$ cat config.mk
export PLATFORM = sky130hd
export DESIGN_NAME = cache_refill_ctrl_flat
export DESIGN_NICKNAME = d
export VERILOG_FILES = /design/src/rtl/cache_refill_if.sv /design/src/rtl/cache_refill_ctrl.sv /design/src/flat_wrapper.sv
export SDC_FILE = /design/constraint.sdc
export NUM_CORES = 1
export LEC_CHECK = 0
export BUFFER_PORTS_ARGS = -buffer_cell sky130_fd_sc_hd__buf_2
export CORE_MARGIN = 5
export CORE_UTILIZATION = 39
export DETAILED_ROUTE_END_ITERATION = 12
export GPL_TIMING_DRIVEN = 0
export PLACE_DENSITY = 0.8
export SYNTH_ARGS = -nofsm -noshare
export SYNTH_HDL_FRONTEND = slang
export SYNTH_SLANG_ARGS = --single-unit
$ cat constraint.sdc
create_clock -name clk -period 1.89 [get_ports clk]
set_input_delay 0.378 -clock clk [delete_from_list [all_inputs] [get_ports clk]]
set_output_delay 0.378 -clock clk [all_outputs]
set_load 0.02 [all_outputs]
$ cat src/rtl/cache_refill_if.sv
// CPU / cache-array / memory bundle for the refill controller.
// master = controller side, slave = environment side.
interface cache_refill_if #(
  parameter int DATA_WIDTH = 32
);
  logic                  cpu_rd;
  logic                  cpu_wr;
  logic [DATA_WIDTH-1:0] cpu_addr;
  logic [DATA_WIDTH-1:0] cpu_wdata;
  logic [DATA_WIDTH-1:0] cpu_rdata;
  logic                  cpu_stall;

  logic                  cache_hit;
  logic [DATA_WIDTH-1:0] cache_dout;
  logic [DATA_WIDTH-1:0] cache_addr;
  logic                  cache_wen;
  logic [DATA_WIDTH-1:0] cache_din;

  logic                  mem_req;
  logic                  mem_we;
  logic [DATA_WIDTH-1:0] mem_addr;
  logic [DATA_WIDTH-1:0] mem_wdata;
  logic [DATA_WIDTH-1:0] mem_rdata;
  logic                  mem_ack;

  modport master (
    input  cpu_rd, cpu_wr, cpu_addr, cpu_wdata,
    input  cache_hit, cache_dout,
    input  mem_rdata, mem_ack,
    output cpu_rdata, cpu_stall,
    output cache_addr, cache_wen, cache_din,
    output mem_req, mem_we, mem_addr, mem_wdata
  );

  modport slave (
    output cpu_rd, cpu_wr, cpu_addr, cpu_wdata,
    output cache_hit, cache_dout,
    output mem_rdata, mem_ack,
    input  cpu_rdata, cpu_stall,
    input  cache_addr, cache_wen, cache_din,
    input  mem_req, mem_we, mem_addr, mem_wdata
  );
endinterface

$ cat src/rtl/cache_refill_ctrl.sv
// Read-miss refill / write-through controller for a direct-mapped cache.
// Define CACHE_STATS_EN to add saturating hit/miss counters.
module cache_refill_ctrl #(
  parameter int DATA_WIDTH = 32,
  parameter int STAT_WIDTH = 16
) (
  input  logic                  clk,
  input  logic                  rst_n,
  cache_refill_if.master        bus
`ifdef CACHE_STATS_EN
  ,
  output logic [STAT_WIDTH-1:0] stat_hits,
  output logic [STAT_WIDTH-1:0] stat_misses
`endif
);

  localparam int DW = DATA_WIDTH;

  typedef enum logic [1:0] {
    IDLE,
    FETCH,
    FILL,
    WRITE
  } state_t;

  state_t          state_q;
  logic [DW-1:0]   addr_q;
  logic [DW-1:0]   wdata_q;
  logic [DW-1:0]   fill_q;
  logic            mem_req_q;
  logic            mem_we_q;

  logic            rd_hit;
  logic            rd_miss;
  logic            is_idle;

  assign is_idle = (state_q == IDLE);
  assign rd_hit  = bus.cpu_rd & ~bus.cpu_wr & bus.cache_hit;
  assign rd_miss = bus.cpu_rd & ~bus.cpu_wr & ~bus.cache_hit;

  always_ff @(posedge clk or negedge rst_n) begin
    if (!rst_n) begin
      state_q   <= IDLE;
      addr_q    <= '0;
      wdata_q   <= '0;
      fill_q    <= '0;
      mem_req_q <= 1'b0;
      mem_we_q  <= 1'b0;
    end else begin
      unique case (state_q)
        IDLE: begin
          unique case (1'b1)
            bus.cpu_wr: begin
              addr_q    <= bus.cpu_addr;
              wdata_q   <= bus.cpu_wdata;
              mem_req_q <= 1'b1;
              mem_we_q  <= 1'b1;
              state_q   <= WRITE;
            end
            rd_miss: begin
              addr_q    <= bus.cpu_addr;
              mem_req_q <= 1'b1;
              mem_we_q  <= 1'b0;
              state_q   <= FETCH;
            end
            default: ;
          endcase
        end
        FETCH: begin
          if (bus.mem_ack) begin
            fill_q    <= bus.mem_rdata;
            mem_req_q <= 1'b0;
            state_q   <= FILL;
          end
        end
        FILL: begin
          state_q <= IDLE;
        end
        WRITE: begin
          if (bus.mem_ack) begin
            mem_req_q <= 1'b0;
            mem_we_q  <= 1'b0;
            state_q   <= IDLE;
          end
        end
        default: state_q <= IDLE;
      endcase
    end
  end

  // memory side is held in flops so it stays stable for the whole request
  assign bus.mem_req   = mem_req_q;
  assign bus.mem_we    = mem_we_q;
  assign bus.mem_addr  = addr_q;
  assign bus.mem_wdata = wdata_q;

  always_comb begin
    bus.cpu_stall  = 1'b0;
    bus.cpu_rdata  = '0;
    bus.cache_addr = addr_q;
    bus.cache_wen  = 1'b0;
    bus.cache_din  = '0;
    unique case (state_q)
      IDLE: begin
        bus.cache_addr = bus.cpu_addr;
        bus.cpu_stall  = bus.cpu_wr | rd_miss;
        if (rd_hit) begin
          bus.cpu_rdata = bus.cache_dout;
        end
      end
      FETCH: begin
        bus.cpu_stall = 1'b1;
      end
      FILL: begin
        bus.cache_wen = 1'b1;
        bus.cache_din = fill_q;
        bus.cpu_rdata = fill_q;
      end
      WRITE: begin
        bus.cpu_stall = ~bus.mem_ack;
        bus.cache_wen = bus.mem_ack;
        bus.cache_din = wdata_q;
      end
      default: ;
    endcase
  end

`ifdef CACHE_STATS_EN
  localparam logic [STAT_WIDTH-1:0] SONE = 1;

  always_ff @(posedge clk or negedge rst_n) begin
    if (!rst_n) begin
      stat_hits   <= '0;
      stat_misses <= '0;
    end else begin
      if (is_idle && rd_hit && stat_hits != '1) begin
        stat_hits <= stat_hits + SONE;
      end
      if (is_idle && rd_miss && stat_misses != '1) begin
        stat_misses <= stat_misses + SONE;
      end
    end
  end
`endif

endmodule

$ cat src/flat_wrapper.sv
// flat-port wrapper written by rule: the top's interface ports become plain ports
module cache_refill_ctrl_flat 
#(
  parameter int DATA_WIDTH = 32,
  parameter int STAT_WIDTH = 16
)
  (clk, rst_n, bus_cpu_rd, bus_cpu_wr, bus_cpu_addr, bus_cpu_wdata, bus_cache_hit, bus_cache_dout, bus_mem_rdata, bus_mem_ack, bus_cpu_rdata, bus_cpu_stall, bus_cache_addr, bus_cache_wen, bus_cache_din, bus_mem_req, bus_mem_we, bus_mem_addr, bus_mem_wdata);
  cache_refill_if #(.DATA_WIDTH(DATA_WIDTH)) bus_i ();
  input  logic clk;
  input  logic rst_n;
  input wire logic [$bits(bus_i.cpu_rd)-1:0] bus_cpu_rd;
  input wire logic [$bits(bus_i.cpu_wr)-1:0] bus_cpu_wr;
  input wire logic [$bits(bus_i.cpu_addr)-1:0] bus_cpu_addr;
  input wire logic [$bits(bus_i.cpu_wdata)-1:0] bus_cpu_wdata;
  input wire logic [$bits(bus_i.cache_hit)-1:0] bus_cache_hit;
  input wire logic [$bits(bus_i.cache_dout)-1:0] bus_cache_dout;
  input wire logic [$bits(bus_i.mem_rdata)-1:0] bus_mem_rdata;
  input wire logic [$bits(bus_i.mem_ack)-1:0] bus_mem_ack;
  output wire logic [$bits(bus_i.cpu_rdata)-1:0] bus_cpu_rdata;
  output wire logic [$bits(bus_i.cpu_stall)-1:0] bus_cpu_stall;
  output wire logic [$bits(bus_i.cache_addr)-1:0] bus_cache_addr;
  output wire logic [$bits(bus_i.cache_wen)-1:0] bus_cache_wen;
  output wire logic [$bits(bus_i.cache_din)-1:0] bus_cache_din;
  output wire logic [$bits(bus_i.mem_req)-1:0] bus_mem_req;
  output wire logic [$bits(bus_i.mem_we)-1:0] bus_mem_we;
  output wire logic [$bits(bus_i.mem_addr)-1:0] bus_mem_addr;
  output wire logic [$bits(bus_i.mem_wdata)-1:0] bus_mem_wdata;
  assign bus_i.cpu_rd = bus_cpu_rd;
  assign bus_i.cpu_wr = bus_cpu_wr;
  assign bus_i.cpu_addr = bus_cpu_addr;
  assign bus_i.cpu_wdata = bus_cpu_wdata;
  assign bus_i.cache_hit = bus_cache_hit;
  assign bus_i.cache_dout = bus_cache_dout;
  assign bus_i.mem_rdata = bus_mem_rdata;
  assign bus_i.mem_ack = bus_mem_ack;
  assign bus_cpu_rdata = bus_i.cpu_rdata;
  assign bus_cpu_stall = bus_i.cpu_stall;
  assign bus_cache_addr = bus_i.cache_addr;
  assign bus_cache_wen = bus_i.cache_wen;
  assign bus_cache_din = bus_i.cache_din;
  assign bus_mem_req = bus_i.mem_req;
  assign bus_mem_we = bus_i.mem_we;
  assign bus_mem_addr = bus_i.mem_addr;
  assign bus_mem_wdata = bus_i.mem_wdata;
  cache_refill_ctrl #(.DATA_WIDTH(DATA_WIDTH), .STAT_WIDTH(STAT_WIDTH)) u_core (.clk(clk), .rst_n(rst_n), .bus(bus_i));
endmodule
# Word level (Yosys, flattened, before mapping)
# Cells that the tools add are included.
# classes
n_reduce_logical,11
eq_ne,8
mux,15
n_bitwise,7
# ops
op,count
$pmux 32 s2,2
$mux 32,2
$reduce_and 3->1,3
$pmux 1 s2,4
$pmux 2 s4,1
$ne 2x2->1 const B,3
$reduce_and 2->1,3
$eq 2x2->1 const B,2
$mux 2,2
$pmux 2 s2,1
$reduce_bool 2->1,2
$reduce_or 2->1,2
$and 1x1->1,3
$ne 3x2->1 const B,1
$not 1->1,3
$pmux 1 s3,1
$eq 2x1->1 const B,1
$logic_not 2->1,1
$mux 1,2
$ne 2x1->1 const B,1
$or 1x1->1,1
# totals
elab_cells,47
ff_bits,100
input_bits,134
out_inout_bits,164

# Logic depth before layout (Yosys ltp)
# depth
ltp_word,6
depth_mapped,8
depth_no_buf,5

# Least setup slack after synthesis
# No wires, ideal clock.
# synth_path
path_kind,register to output
start,register u_core.state_q[0]
end,output bus_cpu_rdata[21]
setup_slack_ns,-0.067
n_path_buf,3
t_arrival_ns,1.579
path_stages_with_launch,9
t_required_ns,1.512
cell_sequence,dfrtp_1 -> inv_1 -> ha_1 -> buf_6 -> nor2b_4 -> and3_4 -> buf_6 -> buf_6 -> a22o_1
# synth_between
elab_chain_cells,2
elab_cells_between_ends,3
classes_between,eq/ne (1); mux (1); reduce/logical (1)
# synth_lines
element,line,text
from (decl),cache_refill_ctrl.sv:26,state_t state_q;
from (signal assigned),cache_refill_ctrl.sv:43,state_q <= IDLE;
from (signal assigned),cache_refill_ctrl.sv:58,state_q <= WRITE;
from (signal assigned),cache_refill_ctrl.sv:64,state_q <= FETCH;
$eq 2x2->1 or $logic_not 2->1 (tied branches),cache_refill_ctrl.sv:103,unique case (state_q)
$pmux 32 s2 (*),cache_refill_ctrl.sv:103,
to (decl),flat_wrapper.sv:19,output wire logic [$bits(bus_i.cpu_rdata)-1:0] bus_cpu_rdata;
# Every way passes the cells marked *; elsewhere a longest branch is shown, timed or not.

# Final worst setup path
# layout_path
start,register u_core.state_q[1]
end,output bus_cpu_rdata[9]
# Same word-level chain as after synthesis.

==> impl_metrics.env <==
export IMPL_grt_max_degree=53
export IMPL_clk_latency_ns=0.34
export IMPL_ctsHoldBuffers=0
export IMPL_netlist_area_um2=4920
export IMPL_ant_nets=0
export IMPL_cts_buffers=9
export IMPL_synthTopCellsByArea="dfrtp_1 51%, mux2_2 29%, a22o_1 11%"
export IMPL_area_delta_synth_final_pct=69.4
export IMPL_synth_top_family_by_area="multiplexers"
export IMPL_synth_avg_cell_area_um2=13.9
export IMPL_grt_overflow_total=0
export IMPL_slew_viol_final=0
export IMPL_dr_pass1_iters=4
export IMPL_htree_levels=3
export IMPL_reg2reg_setup_slack_ns=-0.04
export IMPL_cts_sinks=100
export IMPL_tightest_slew_ns=0.664
export IMPL_crit_type="flop to primary output"
export IMPL_die_area_um2=15000
export IMPL_yosysTopAreaCellShare_pct=50.8
export IMPL_drcViolationCount=0
export IMPL_antenna_cells=0
export IMPL_drv_cap=0
export IMPL_grt_pass1_wl_um=26200
export IMPL_timing_rr_end="u_core.bus.mem_wdata[19]"
export IMPL_arrival_ns=1.91
export IMPL_yosys_area_top_type="dfrtp_1"
export IMPL_viasPerCell=5.15
export IMPL_io_buffers=297
export IMPL_synthSimpleGateAreaFrac_pct=1.25
export IMPL_synth_xor_area_share_pct=0
export IMPL_cp_startpoint="u_core.state_q[1]"
export IMPL_worstRegToRegCells=7
export IMPL_worstPathMaxFanout=5
export IMPL_dpl_hpwl_um=12800
export IMPL_ys_types=26
export IMPL_maxSlewHeadroom_pct=55.7
export IMPL_syn_nets=493
export IMPL_outcome="finished with violations"
export IMPL_finish_net_count=827
export IMPL_yosysSeqAreaShare_pct=50.8
export IMPL_worstPathRequired_ns=1.51
export IMPL_fp_dieW_um=122
export IMPL_synth_warnings=0
export IMPL_cts_path_max_buffers=2
export IMPL_pin_count=298
export IMPL_cts_tree="yes"
export IMPL_grtUsageTotal_pct=23.0
export IMPL_wirelength_um=17800
export IMPL_start_util_pct=39.3
export IMPL_drt_iter0_markers=172
export IMPL_p_per_area_nw_per_um2=2070
export IMPL_root_buffer="clkbuf_16"
export IMPL_fp_row_count=41
export IMPL_wire_per_inst_um=20.5
export IMPL_hold_path_class="input pin to asynchronous set/reset pin"
export IMPL_die_y_um=122
export IMPL_period_share_pct=121
export IMPL_ys_seq_elements=100
export IMPL_power_total_w=0.0173
export IMPL_clkTransAtPathRegs_ns=0.07
export IMPL_synth_cells=354
export IMPL_num_vias=4451
export IMPL_setup_viol=127
export IMPL_synth_compound_area_share_pct=13.5
export IMPL_hold_viol=0
export IMPL_fin_skew_ns=0.00570
export IMPL_synth_adder_area_share_pct=1.27
export IMPL_timing_fmax_mhz=437
export IMPL_start_kind="flop"
export IMPL_antenna_found_initial=0
export IMPL_fin_ws_ns=-0.399
export IMPL_grt_pass1_vias=4837
export IMPL_leakage_nw=4.12
export IMPL_rsz0062_at_grt="true"
export IMPL_r2r_start="u_core.state_q[1]"
export IMPL_failed_checks="setup timing"
export IMPL_dpl_cell_area_um2=6930
export IMPL_drive_above_1_share_pct=77.6
export IMPL_gp_congestion=0.800
export IMPL_max_vdd_ir_drop_v=0.00138
export IMPL_muxShareOfSynthArea_pct=29.3
export IMPL_core_area_um2=12500
export IMPL_fin_crit_ns=2.29
export IMPL_crit_path_end_kind="primary output"
export IMPL_final_area_um2=8340
-- synthesized netlist by cell type --
cell / number
a2111o_1: 1
a211oi_1: 1
a21boi_0: 1
a21o_1: 1
a21oi_1: 5
a22o_1: 64
and3_4: 1
buf_1: 4
buf_2: 9
buf_4: 1
buf_6: 7
clkbuf_1: 7
dfrtp_1: 100
ha_1: 5
inv_1: 5
mux2_2: 128
nand2_1: 2
nand2b_1: 2
nor2_1: 1
nor2b_1: 2
nor2b_4: 1
o21ai_0: 1
o21ai_2: 1
o21ba_2: 1
o22ai_1: 2
o32ai_1: 1
-- per-stage QoR --
stage / hold slack [ns] / instances / utilization [%] / setup WS [ns] / TNS, ns
floorplan: 0.0824 / 354 / - / -0.00630 / -0.189
global placement: 0.505 / 823 / 55.2 / -0.626 / -80.97
detailed placement: 0.448 / 824 / 55.4 / -0.657 / -30.09
CTS: 0.0728 / 862 / 65.5 / -0.463 / -42.90
global route: 0.0993 / 865 / 66.6 / -0.452 / -37.98
finish: 0.0595 / 865 / 66.6 / -0.399 / -31.61
-- per-layer routing --
metal / track usage [%] / up-vias / wire (um)
met3: 5.44 / 21 / 1370
met4: 7.91 / 0 / 319
met1: 25.8 / 2201 / 6470
li1: - / 2010 / -
met5: 0 / - / 0
met2: 42.6 / 219 / 9590
-- critical path: stages, from the launching register on --
cell	delay, ns
dfrtp_1	0.39
inv_2	0.07
ha_4	0.16
nor2b_4	0.12
and3_4	0.17
buf_12	0.15
clkbuf_16	0.16
a22o_4	0.22
buf_6	0.13
-- worst max-delay path by stage --
stage                         to  slack [ns]  cells after the start
5_1_grt         bus_cpu_rdata[9]       -0.45                      8
2_1_floorplan  bus_cpu_rdata[10]      -0.006                      8
3_3_place_gp    bus_cache_din[0]       -0.63                      6
3_5_place_dp    bus_cache_din[0]       -0.66                      6
4_1_cts         bus_cpu_rdata[5]       -0.46                      9
6_report        bus_cpu_rdata[9]       -0.40                      8
-- registers in the layout, summed over array words and instances, names as in the netlist --
name and cells:
u_core.state_q 2, u_core.bus.mem_we 1, u_core.fill_q 32, u_core.bus.mem_wdata 32, u_core.bus.mem_addr 32, u_core.bus.mem_req 1
-- report_power, final --
group | switching (W) | internal, W
combinational | 0.00531 | 0.00561
clock | 0.000828 | 0.00130
sequential | 0.000990 | 0.00325
total | 0.00713 | 0.0102
-- kinds of logic (layout without fill, tap and decap cells) --
family                   Yosys count  count (layout)
adder cells (fa/ha/maj)            5               5
buffers and inverters             33             372
multiplexers                     128             128
AND/OR/NAND/NOR                    9               9
flip-flops                       100             100
AO/OA/AOI/OAI                     79              79
-- cells in the final DEF (no fill, tap or decap), drive strengths merged --
| master | instances |
|---|---|
| o32ai | 1 |
| nand2b | 2 |
| and3 | 1 |
| bufbuf | 2 |
| a21o | 1 |
| clkinv | 1 |
| nor2 | 1 |
| o21ai | 2 |
| o22ai | 2 |
| a21oi | 5 |
| a21boi | 1 |
| inv | 6 |
| bufinv | 3 |
| mux2 | 128 |
| nor2b | 3 |
| ha | 5 |
| a2111o | 1 |
| a22o | 64 |
| o21ba | 1 |
| buf | 339 |
| dfrtp | 100 |
| clkinvlp | 2 |
| clkbuf | 19 |
| a211oi | 1 |
| nand2 | 2 |
-- layout make-up --
type | instances | area, um2
fillers | 942 | 4180
multi-input cells | 221 | 2560
flip-flops and latches | 100 | 2500
repair buffers | 326 | 2330
plain buffers | 25 | 364
clock buffers | 9 | 225
well taps | 172 | 215
clock inverters | 7 | 123
inverters | 5 | 18.8
-- timing repair --
item / in CTS / in global routing
buffers inserted: 15 / 3
resized for setup: 171 / 33
pin swaps: 5 / 10
gates cloned: 9 / 1
setup endpoints to repair: 119 / 151
No activity file was read; power rests on OpenSTA's default activity.
